<file path="src/rtl/demux21_tdm_pkg.sv">
// Shared constants for the 2-1 TDM demultiplexer.
// Slot codes, buffer state encoding and OVF bit indices.
package demux21_tdm_pkg;

  localparam logic SLOT_CH0 = 1'b0;
  localparam logic SLOT_CH1 = 1'b1;

  typedef enum logic {
    EMPTY = 1'b0,
    FULL  = 1'b1
  } buf_state_e;

  localparam int OVF_CH0 = 0;
  localparam int OVF_CH1 = 1;

endpackage

</file>
<file path="src/rtl/demux21_tdm_hold_buf.sv">
// One-entry valid/ready holding buffer with a drop (overflow) pulse.
// Ports: clk, rst_n, din/load in; rdy in; dout/vld out; ovf pulse out.
module hold_buf
  import demux21_tdm_pkg::*;
#(
  parameter int W = 1
) (
  input  logic         clk,
  input  logic         rst_n,
  input  logic [W-1:0] din,
  input  logic         load,
  input  logic         rdy,
  output logic [W-1:0] dout,
  output logic         vld,
  output logic         ovf
);

  buf_state_e   state_q, state_d;
  logic [W-1:0] data_q, data_d;

  always_ff @(posedge clk or negedge rst_n) begin
    if (!rst_n) begin
      state_q <= EMPTY;
      data_q  <= '0;
    end else begin
      state_q <= state_d;
      data_q  <= data_d;
    end
  end

  always_comb begin
    state_d = state_q;
    data_d  = data_q;
    ovf     = 1'b0;
    unique case (state_q)
      EMPTY: begin
        if (load) begin
          data_d  = din;
          state_d = FULL;
        end
      end
      FULL: begin
        // Consumer drains and refills in the same cycle.
        if (load && rdy) begin
          data_d = din;
        end else if (load) begin
          ovf = 1'b1;
        end else if (rdy) begin
          state_d = EMPTY;
        end
      end
      default: state_d = EMPTY;
    endcase
  end

  assign dout = data_q;
  assign vld  = (state_q == FULL);

endmodule

</file>
<file path="src/rtl/demux21_tdm.sv">
// Splits an alternating ch0/ch1 word stream into two buffered channels.
// Ports: CLK, RST_N, DIN/VIN/SYNC in; Y0/V0/R0, Y1/V1/R1; S1, SYNC_ERR, OVF, CLR.
module demux21_tdm
  import demux21_tdm_pkg::*;
#(
  parameter int W = 1
) (
  input  logic         CLK,
  input  logic         RST_N,
  input  logic [W-1:0] DIN,
  input  logic         VIN,
  input  logic         SYNC,
  output logic [W-1:0] Y0,
  output logic         V0,
  input  logic         R0,
  output logic [W-1:0] Y1,
  output logic         V1,
  input  logic         R1,
  output logic         S1,
  output logic         SYNC_ERR,
  output logic [1:0]   OVF,
  input  logic         CLR
);

  logic       slot_q, slot_d;
  logic       sync_err_q, sync_err_d;
  logic [1:0] ovf_q, ovf_d;
  logic       load0, load1;
  logic       ovf0, ovf1;
  logic       sync_set;
  logic [1:0] ovf_set;

  // SYNC forces channel 0 regardless of the tracked slot.
  assign load0 = VIN && (SYNC || slot_q == SLOT_CH0);
  assign load1 = VIN && !SYNC && slot_q == SLOT_CH1;

  assign sync_set = VIN && SYNC && slot_q == SLOT_CH1;

  always_comb begin
    ovf_set          = 2'b00;
    ovf_set[OVF_CH0] = ovf0;
    ovf_set[OVF_CH1] = ovf1;
  end

  always_comb begin
    slot_d = slot_q;
    if (VIN) begin
      slot_d = SYNC ? SLOT_CH1 : ~slot_q;
    end
  end

  // Set wins over a same-cycle clear.
  always_comb begin
    sync_err_d = (sync_err_q && !CLR) || sync_set;
    ovf_d      = (ovf_q & {2{!CLR}}) | ovf_set;
  end

  always_ff @(posedge CLK or negedge RST_N) begin
    if (!RST_N) begin
      slot_q     <= SLOT_CH0;
      sync_err_q <= 1'b0;
      ovf_q      <= 2'b00;
    end else begin
      slot_q     <= slot_d;
      sync_err_q <= sync_err_d;
      ovf_q      <= ovf_d;
    end
  end

  hold_buf #(.W(W)) u_buf0 (
    .clk   (CLK),
    .rst_n (RST_N),
    .din   (DIN),
    .load  (load0),
    .rdy   (R0),
    .dout  (Y0),
    .vld   (V0),
    .ovf   (ovf0)
  );

  hold_buf #(.W(W)) u_buf1 (
    .clk   (CLK),
    .rst_n (RST_N),
    .din   (DIN),
    .load  (load1),
    .rdy   (R1),
    .dout  (Y1),
    .vld   (V1),
    .ovf   (ovf1)
  );

  assign S1       = slot_q;
  assign SYNC_ERR = sync_err_q;
  assign OVF      = ovf_q;

endmodule

</file>
<file path="config.mk">
export PLATFORM = sky130hd
export DESIGN_NAME = demux21_tdm
export DESIGN_NICKNAME = d
export VERILOG_FILES = /design/src/rtl/demux21_tdm_pkg.sv /design/src/rtl/demux21_tdm_hold_buf.sv /design/src/rtl/demux21_tdm.sv
export SDC_FILE = /design/constraint.sdc
export NUM_CORES = 1
export LEC_CHECK = 0
export CORE_AREA = 2 2 39 41
export CTS_BUF_LIST = sky130_fd_sc_hd__clkbuf_2 sky130_fd_sc_hd__clkbuf_4 sky130_fd_sc_hd__clkbuf_8
export CTS_CLUSTER_SIZE = 16
export DETAILED_ROUTE_END_ITERATION = 16
export DIE_AREA = 0 0 41 43
export PLACE_DENSITY_LB_ADDON = 0.1
export REMOVE_ABC_BUFFERS = 1
export SLEW_MARGIN = 10
export SYNTH_ARGS = -nofsm -noshare
export SYNTH_HDL_FRONTEND = slang
export SYNTH_HIERARCHICAL = 1
export SYNTH_SLANG_ARGS = --single-unit
</file>
<file path="constraint.sdc">
create_clock -name CLK -period 2.3 [get_ports CLK]
set_input_delay 0.23 -clock CLK [delete_from_list [all_inputs] [get_ports CLK]]
set_output_delay 0.23 -clock CLK [all_outputs]
set_load 0.01 [all_outputs]
</file>
; ---- Word-level counts from Yosys, hierarchy flattened
; Cells that the tools add are included.
[word_totals]
reg_bits = 8
inputBits = 8
out_inout_bits = 8
[classes]
n_eq_ne = 4
n_mux = 21
bitwise_logic = 5
n_reduce_logical = 14
[ops]
columns = cell, n
row1 = 2-to-1 mux 1 bit, 17
row2 = logical AND 1 bit, 8
row3 = case mux 1 bit (2 select lines), 4
row4 = "!= test 2 x 1 -> 1 bit, second input constant", 2
row5 = "!= test 2 bit, second input constant", 2
row6 = AND reduction 2 bit, 2
row7 = NOT 1 bit, 3
row8 = bitwise AND 2 bit, 1
row9 = zero test 1 bit, 2
row10 = logical OR 1 bit, 2
row11 = OR 2 bit, 1

; ---- Longest topological paths before layout
; Gate-level depths: netlist of run 1.
[logic_depth]
depth_word = 7
ltp_mapped = 5
mapped_depth_nobuf = 5

; ---- Modules after synthesis
; The synthesis of run 1 kept the hierarchy.
[by_module_without_submodules]
columns = mod, instances, cells_per_inst, area_each_um2, seq_area_each_um2
row1 = hold_buf, 2, 8, 96.3, 50.0
row2 = demux21_tdm, 1, 14, 160.2, 100.1

; ---- Least setup slack after synthesis of run 1
; No wires, ideal clock.
[synth_timing]
kind = register to register
from = reg slot_q (netlist: S1)
to = reg u_buf0.data_q (netlist: u_buf0/dout)
setup_ns = 0.125
arrival_ns = 1.043
t_required_ns = 2.175
slack_ns = 1.131
stages_incl_launch_ff = 4
path_buffers = 0
path_cell_list = dfrtp_1 a21boi_0 nand2_2 mux2_4
[synth_between]
elab_chain_len = 6
[synth_rtl]
columns = element, line_no
row1 = "start, declared", demux21_tdm.sv:25  ; logic slot_q, slot_d;
row2 = "start signal, assigned", demux21_tdm.sv:64  ; slot_q <= slot_d;
row3 = NOT 1 bit (*), demux21_tdm.sv:34  ; assign load0 = VIN && (SYNC || slot_q == SLOT_CH0);
row4 = logical OR 1 bit (*), demux21_tdm.sv:34
row5 = logical AND 1 bit (*), demux21_tdm.sv:34
row6 = net load0, demux21_tdm.sv:28  ; logic load0, load1;
row7 = logical AND 1 bit, demux21_tdm_hold_buf.sv:44  ; if (load && rdy) begin
row8 = != test 2 bit (no source line), n/a
row9 = AND reduction 2 bit (no source line) (*), n/a
row10 = "end signal, assigned", demux21_tdm_hold_buf.sv:27  ; data_q <= data_d;
row11 = "end, declared", demux21_tdm_hold_buf.sv:19  ; logic [W-1:0] data_q, data_d;
; Mark *: on every way through the listed nets, which the timed path passes. The rest lies on a longest branch.
; A chain may end at the register's enable or synchronous reset.

; ---- Worst setup path after layout of run 1
[layout_timing]
from = reg u_buf1.state_q (netlist: u_buf1/vld)
to = out V1
[layout_rtl]
columns = element, line_no
row1 = "start, declared", demux21_tdm_hold_buf.sv:18  ; buf_state_e state_q, state_d;
row2 = "start signal, assigned", demux21_tdm_hold_buf.sv:26  ; state_q <= state_d;
row3 = "end, declared", demux21_tdm.sv:17  ; output logic V1,
; No word-level cell between the ends.

==> results of run 1 <==
worst min path at each step:
| stage | from | end | slack (ps) | depth (start not counted) |
|---|---|---|---|---|
| global route | RST_N | u_buf0/vld$_DFF_PN0_ | 280 | 1 |
| CTS | RST_N | u_buf0/dout$_DFFE_PN0P_ | 260 | 1 |
| detailed placement | OVF[1]$_DFF_PN0_ | OVF[1]$_DFF_PN0_ | 470 | 1 |
| finish | RST_N | u_buf0/vld$_DFF_PN0_ | 260 | 1 |
| global placement | OVF[0]$_DFF_PN0_ | OVF[0]$_DFF_PN0_ | 460 | 1 |
| floorplan | RST_N | OVF[0]$_DFF_PN0_ | -70 | 0 |
layout make-up:
| class | instances | area (sq um) |
|---|---|---|
| Clock buffer | 3 | 22.52 |
| Sequential cell | 8 | 200.2 |
| Tap cell | 16 | 20.02 |
| Timing Repair Buffer | 15 | 150.1 |
| Inverter | 4 | 15.01 |
| Multi-Input combinational cell | 18 | 137.6 |
| Fill cell | 124 | 838.3 |
power groups by stage:
stage	Sequential, mW	Combinational (mW)	Clock [mW]
2_1_floorplan	0.183	0.0336	0
3_3_place_gp	0.173	0.0987	0
3_5_place_dp	0.175	0.101	0
4_1_cts	0.173	0.101	0.109
5_1_grt	0.174	0.109	0.121
6_report	0.172	0.0992	0.103
state kept, by name, summed over array words and instances (netlist names):
signal and count:
OVF 2, S1 1, SYNC_ERR 1, u_buf0/dout 1, u_buf0/vld 1, u_buf1/dout 1
u_buf1/vld 1
metrics by stage:
step	instance area, sq um	std cells	setup slack [ps]
2_1_floorplan	352.8	30	1131
3_3_place_gp	523.0	61	728.2
3_5_place_dp	523.0	61	704.1
4_1_cts	545.5	64	864.4
5_1_grt	545.5	64	828.4
6_report	545.5	64	886.0
cells in the final DEF, fill, tap and decap left out, drive strengths merged:
cell and n:
nand2b 2, inv 4, dfrtp 8, mux2 2, o2bb2ai 1, nand2 5, a21boi 1, clkdlybuf4s50 15
nor2 4, o21ba 1, a21o 2, clkbuf 3
metal layers:
layer  share of wire (%)  global-route usage, %  vias to the layer above
met1                  41                  13.42                      122
met5                   0                      0                        -
met3                 8.4                  3.665                        2
li1                    -                      -                      131
met4                 1.4                  10.00                        0
met2                  49                  13.75                       11
logic make-up after synthesis:
group	count (synthesis)	share of synthesized area, %
multiplexers	2	8.511
AND/OR/NAND/NOR	11	18.79
AO/OA/AOI/OAI	5	11.70
buffers and inverters	4	4.254
flip-flops	8	56.74
==> flow_metrics.tcl, run 1 <==
set metrics [dict create \
    drive_above_1_share_pct 18.75 \
    synth_top_area_share_pct 56.74 \
    drtPass1Iterations 4 \
    portBuffers 15 \
    grt.total_usage_pct 10.78 \
    arrival_ps 1180 \
    diodes 0 \
    fmax_mhz 707.2 \
    io_pins 16 \
    max_stage_delay_ps 550 \
    cap_violations 0 \
    period_share_pct 61.48 \
    synthFlopType "dfrtp_1" \
    clkPwrFrac_pct 27.5 \
    clkSinkCount 8 \
    endpoint_kind "primary output" \
    power_switching_mw 0.09144 \
    crit_path_cell_trace "clkdlybuf4s50_1" \
    p_total_mw 0.3745 \
    syn_inst 30 \
    worstSetupStartpointType "flop" \
    critical_path_required_ps 2070 \
    ir_drop_mv 0.2854 \
    synth_area_sq_um 352.8 \
    num_rows 14 \
    cts-resized-gates 0 \
    outcome "finished clean" \
    synth_cell_types 11 \
    htree_levels 1 \
    yosys.cell_count.top_type "dfrtp_1" \
    powerDensity_nw_per_um2 686.5 \
    hold_violations 0 \
    hpwl_um 584 \
    place.gp.congestion 0.6676 \
    leakage_nw 0.2728 \
    yosysSeqAreaShare_pct 56.74 \
    insertion_delay_ps 250 \
    grt_pass1_wl_um 1193 \
    grt_pass1_vias 270 \
    clk_pin_slew_worst_paths_ps 50 \
    coreArea_sq_um 1384 \
    r2r_cells 3 \
    worstMarginPinSlew_ps 357.0 \
    start_util_pct 25.50 \
    whs_ps 257.7 \
    ctsHoldBuffers 0 \
    area_growth_pct 54.61 \
    route.detailed.drc 0 \
    pwr-share-seq_pct 46.0 \
    antenna_found_initial 0 \
    skew_ps 2.368 \
    clockBufferDepth 2 \
    critical_path_class "flop to primary output" \
    avgRoutedWirePerCell_um 11.20 \
    cts_buffers 3 \
    crit_start "u_buf1/vld$_DFF_PN0_" \
    die_w_um 41 \
    synth_seq_cells 8 \
    cts-root-buf "clkbuf_4" \
    die_area_sq_um 1763 \
    synth_edf_count 0 \
    worstPathMaxFanout 2 \
    synthTopCellsByCount "dfrtp_1, inv_1, nor2_1" \
    relSlewSlack_pct 76.13 \
    internal-power_mw 0.2830 \
    grt.overflow.total 0 \
    slowest_stage "clkdlybuf4s50_1" \
    hold_class "input pin to asynchronous set/reset pin" \
    worstReg2RegStart "S1$_DFFE_PN0P_" \
    num_vias 266 \
    synth_warnings 6 \
    final_nets 58 \
    p_comb_share_pct 26.5 \
    r2r_end "u_buf0/dout$_DFFE_PN0P_" \
    cts_setup_buffers 0 \
    swShare_pct 24.42 \
    setup_viol 0 \
    wl_um 717 \
    die_h_um 43 \
    rsz0062_at_grt "false" \
    endpoint "V1" \
    drtIter0Drc 3 \
    async_flop_share_pct 100.0 \
    vias_per_cell 4.156 \
    grt_max_degree 9 \
    critical_path.top_delay_family "buffers and inverters" \
    fin_tns_setup_ps 0 \
    synthTopCellsByArea "dfrtp_1, mux2_4, nand2b_4, a21o_1, inv_1" \
    crit_cells 1 \
    syn_avg_cell_area_sq_um 11.76 \
    final_max_slew_viol_count 0 \
    r2r_setup_slack_ps 1080 \
    antenna_left 0 \
    crit_buf_inv 1 \
    finalCriticalPeriod_ps 1414 \
    yosys.area.top_type "dfrtp_1" \
    fin_util_pct 39.42 \
    cts_tree "yes" \
]
Note: power is estimated with default switching activity, not from simulation.
==> inputs of run 2 (changes only) <==
==> constraint.sdc (replaced) <==
create_clock -name CLK -period 1.3 [get_ports CLK]
set_input_delay 0.13 -clock CLK [delete_from_list [all_inputs] [get_ports CLK]]
set_output_delay 0.13 -clock CLK [all_outputs]
set_load 0.01 [all_outputs]
==> run 2 against run 1 <==
  * Wire length up 6.6%
  * Non-clock buffer count up 4
  * Sequential cell count unchanged
  * Core utilization up 2.8 points
  * Total power up 76%
  * Worst hold slack worse by 92 ps
  * Critical path depth up 3
  * Clock power up 75%
==> flow_metrics.tcl, run 2 (synthesized netlist as in run 1, its figures left out) <==
set metrics [dict create \
    grt_max_degree 9 \
    endpoint_kind "flop" \
    insertion_delay_ps 250 \
    setup_viol 0 \
    wl_um 764 \
    outcome "finished clean" \
    crit_cells 4 \
    crit_start "S1$_DFFE_PN0P_" \
    crit_buf_inv 1 \
    die_area_sq_um 1763 \
    nFillCells 134 \
    cts_tree "yes" \
    dp.cells 65 \
    finalCriticalPeriod_ps 1154 \
    worstSetupStartpointType "flop" \
    pre_cts_slack_ps -119.5 \
    relSlewSlack_pct 74.91 \
    grt.overflow.total 0 \
    grt_pass1_wl_um 1200 \
    fin_util_pct 42.22 \
    whs_ps 165.9 \
    skew_ps 5.031 \
    grt_pass1_vias 283 \
    worstReg2RegStart "S1$_DFFE_PN0P_" \
    critical_path.top_delay_family "flip-flops" \
    io_pins 16 \
    hold_violations 0 \
    p_total_mw 0.6587 \
    start_util_pct 25.50 \
    ir_drop_mv 0.5348 \
    slowest_stage "dfrtp_1" \
    route.detailed.drc 0 \
    drtIter0Drc 0 \
    cap_violations 0 \
    fin_tns_setup_ps 0 \
    arrival_ps 1290 \
    num_vias 279 \
    powerDensity_nw_per_um2 1127 \
    final_cell_area_sq_um 584.3 \
    rsz0062_at_grt "false" \
    die_h_um 43 \
    critical_path_required_ps 1430 \
    worst_slack_ps 146.2 \
    clockBufferDepth 2 \
    stdcell_count 68 \
    die_w_um 41 \
    final_common_cell "dfrtp_1" \
    antenna_left 0 \
    worstPathMaxFanout 4 \
    fmax_mhz 866.7 \
    clkSinkCount 8 \
    worstMarginPinSlew_ps 375.2 \
    num_rows 14 \
    cts_buffers 3 \
    drive_above_1_share_pct 25.00 \
    area_growth_pct 65.60 \
    leakage_nw 0.3619 \
    avgRoutedWirePerCell_um 11.24 \
    htree_levels 1 \
    hpwl_um 636.1 \
    cts-root-buf "clkbuf_4" \
    hold_class "input pin to asynchronous set/reset pin" \
    critical_path_class "flop to flop" \
    largest_register_ffs 2 \
    final_nets 62 \
    period_share_pct 88.75 \
    vias_per_cell 4.103 \
    cts_setup_buffers 0 \
    max_stage_delay_ps 400 \
    crit_path_cell_trace "a21boi_0 -> buf_4 -> nand2_2 -> mux2_4" \
    final_max_slew_viol_count 0 \
    antenna_found_initial 0 \
    ctsHoldBuffers 0 \
    drtPass1Iterations 1 \
    coreArea_sq_um 1384 \
    portBuffers 15 \
    r2r_cells 4 \
    diodes 0 \
    place.gp.congestion 0.6808 \
    clk_pin_slew_worst_paths_ps 50 \
    final_cell_mix "dfrtp_1, clkdlybuf4s50_1, dlymetal6s2s_1" \
    grt.total_usage_pct 10.94 \
    post_dp_cell_area_sq_um 553.0 \
]
-- run 2: cell types whose count changed in the layout (fill, tap and decap cells not counted) --
| cell | before | now |
|---|---|---|
| clkdlybuf4s50_1 | 15 | 7 |
| dlygate4sd2_1 | 0 | 3 |
| dlymetal6s2s_1 | 0 | 5 |
| buf_4 | 0 | 4 |
-- run 2: repair_timing --
item | in CTS | in global routing
pin swaps | 0 | 0
endpoints found under the hold margin | 0 | 0
setup endpoints to repair | 3 | 5
gates resized for setup | 3 | 5
-- run 2: final cells by class --
type	count	area [sq um]	share of cell area (%)
clock buffer	3	22.52	3.854
timing repair buffer	19	188.9	32.33
tap	16	20.02	3.426
multi-input combinational	18	137.6	23.55
sequential	8	200.2	34.26
inverter	4	15.01	2.570
-- run 2: routing by layer --
layer  global-route usage, %  wire length, um  vias up
met4                   4.000                0        0
met1                   11.26              304      131
met2                   16.25              397        9
met3                   8.377               62        0
met5                       0                0        -
li1                        -                -      139
-- run 2: worst register-to-register path, cell delays in order (launching register included) --
cell and delay, ps:
dfrtp_1 400, a21boi_0 180, buf_4 140, nand2_2 40, mux2_4 290
-- run 2: path summary, 6_finish.rpt --
kind | end | slack [ps]
min in group CLK | OVF[1]$_DFF_PN0_ | 490
setup / recovery | u_buf0/dout$_DFFE_PN0P_ | 150
setup reg to reg | u_buf0/dout$_DFFE_PN0P_ | 150
hold reg to reg | OVF[1]$_DFF_PN0_ | 490
max in group asynchronous | u_buf1/vld$_DFF_PN0_ | 860
hold / removal | u_buf0/vld$_DFF_PN0_ | 170
-- run 2: report_power, final --
| group | internal, mW | switching [mW] | leakage, nW |
|---|---|---|---|
| Combinational | 0.109 | 0.0650 | 0.250 |
| Sequential | 0.282 | 0.0218 | 0.0982 |
| Clock | 0.105 | 0.0750 | 0.0138 |
==> inputs of run 3 (changes only) <==
--- a/config.mk
+++ b/config.mk
@@ -10,6 +10,7 @@
 export CTS_CLUSTER_SIZE = 16
 export DETAILED_ROUTE_END_ITERATION = 16
 export DIE_AREA = 0 0 41 43
+export HOLD_SLACK_MARGIN = 0.06
 export PLACE_DENSITY_LB_ADDON = 0.1
 export REMOVE_ABC_BUFFERS = 1
 export SLEW_MARGIN = 10
==> results of run 3 <==
Same layout as run 2: the final DEF is identical, and so are final timing and power.
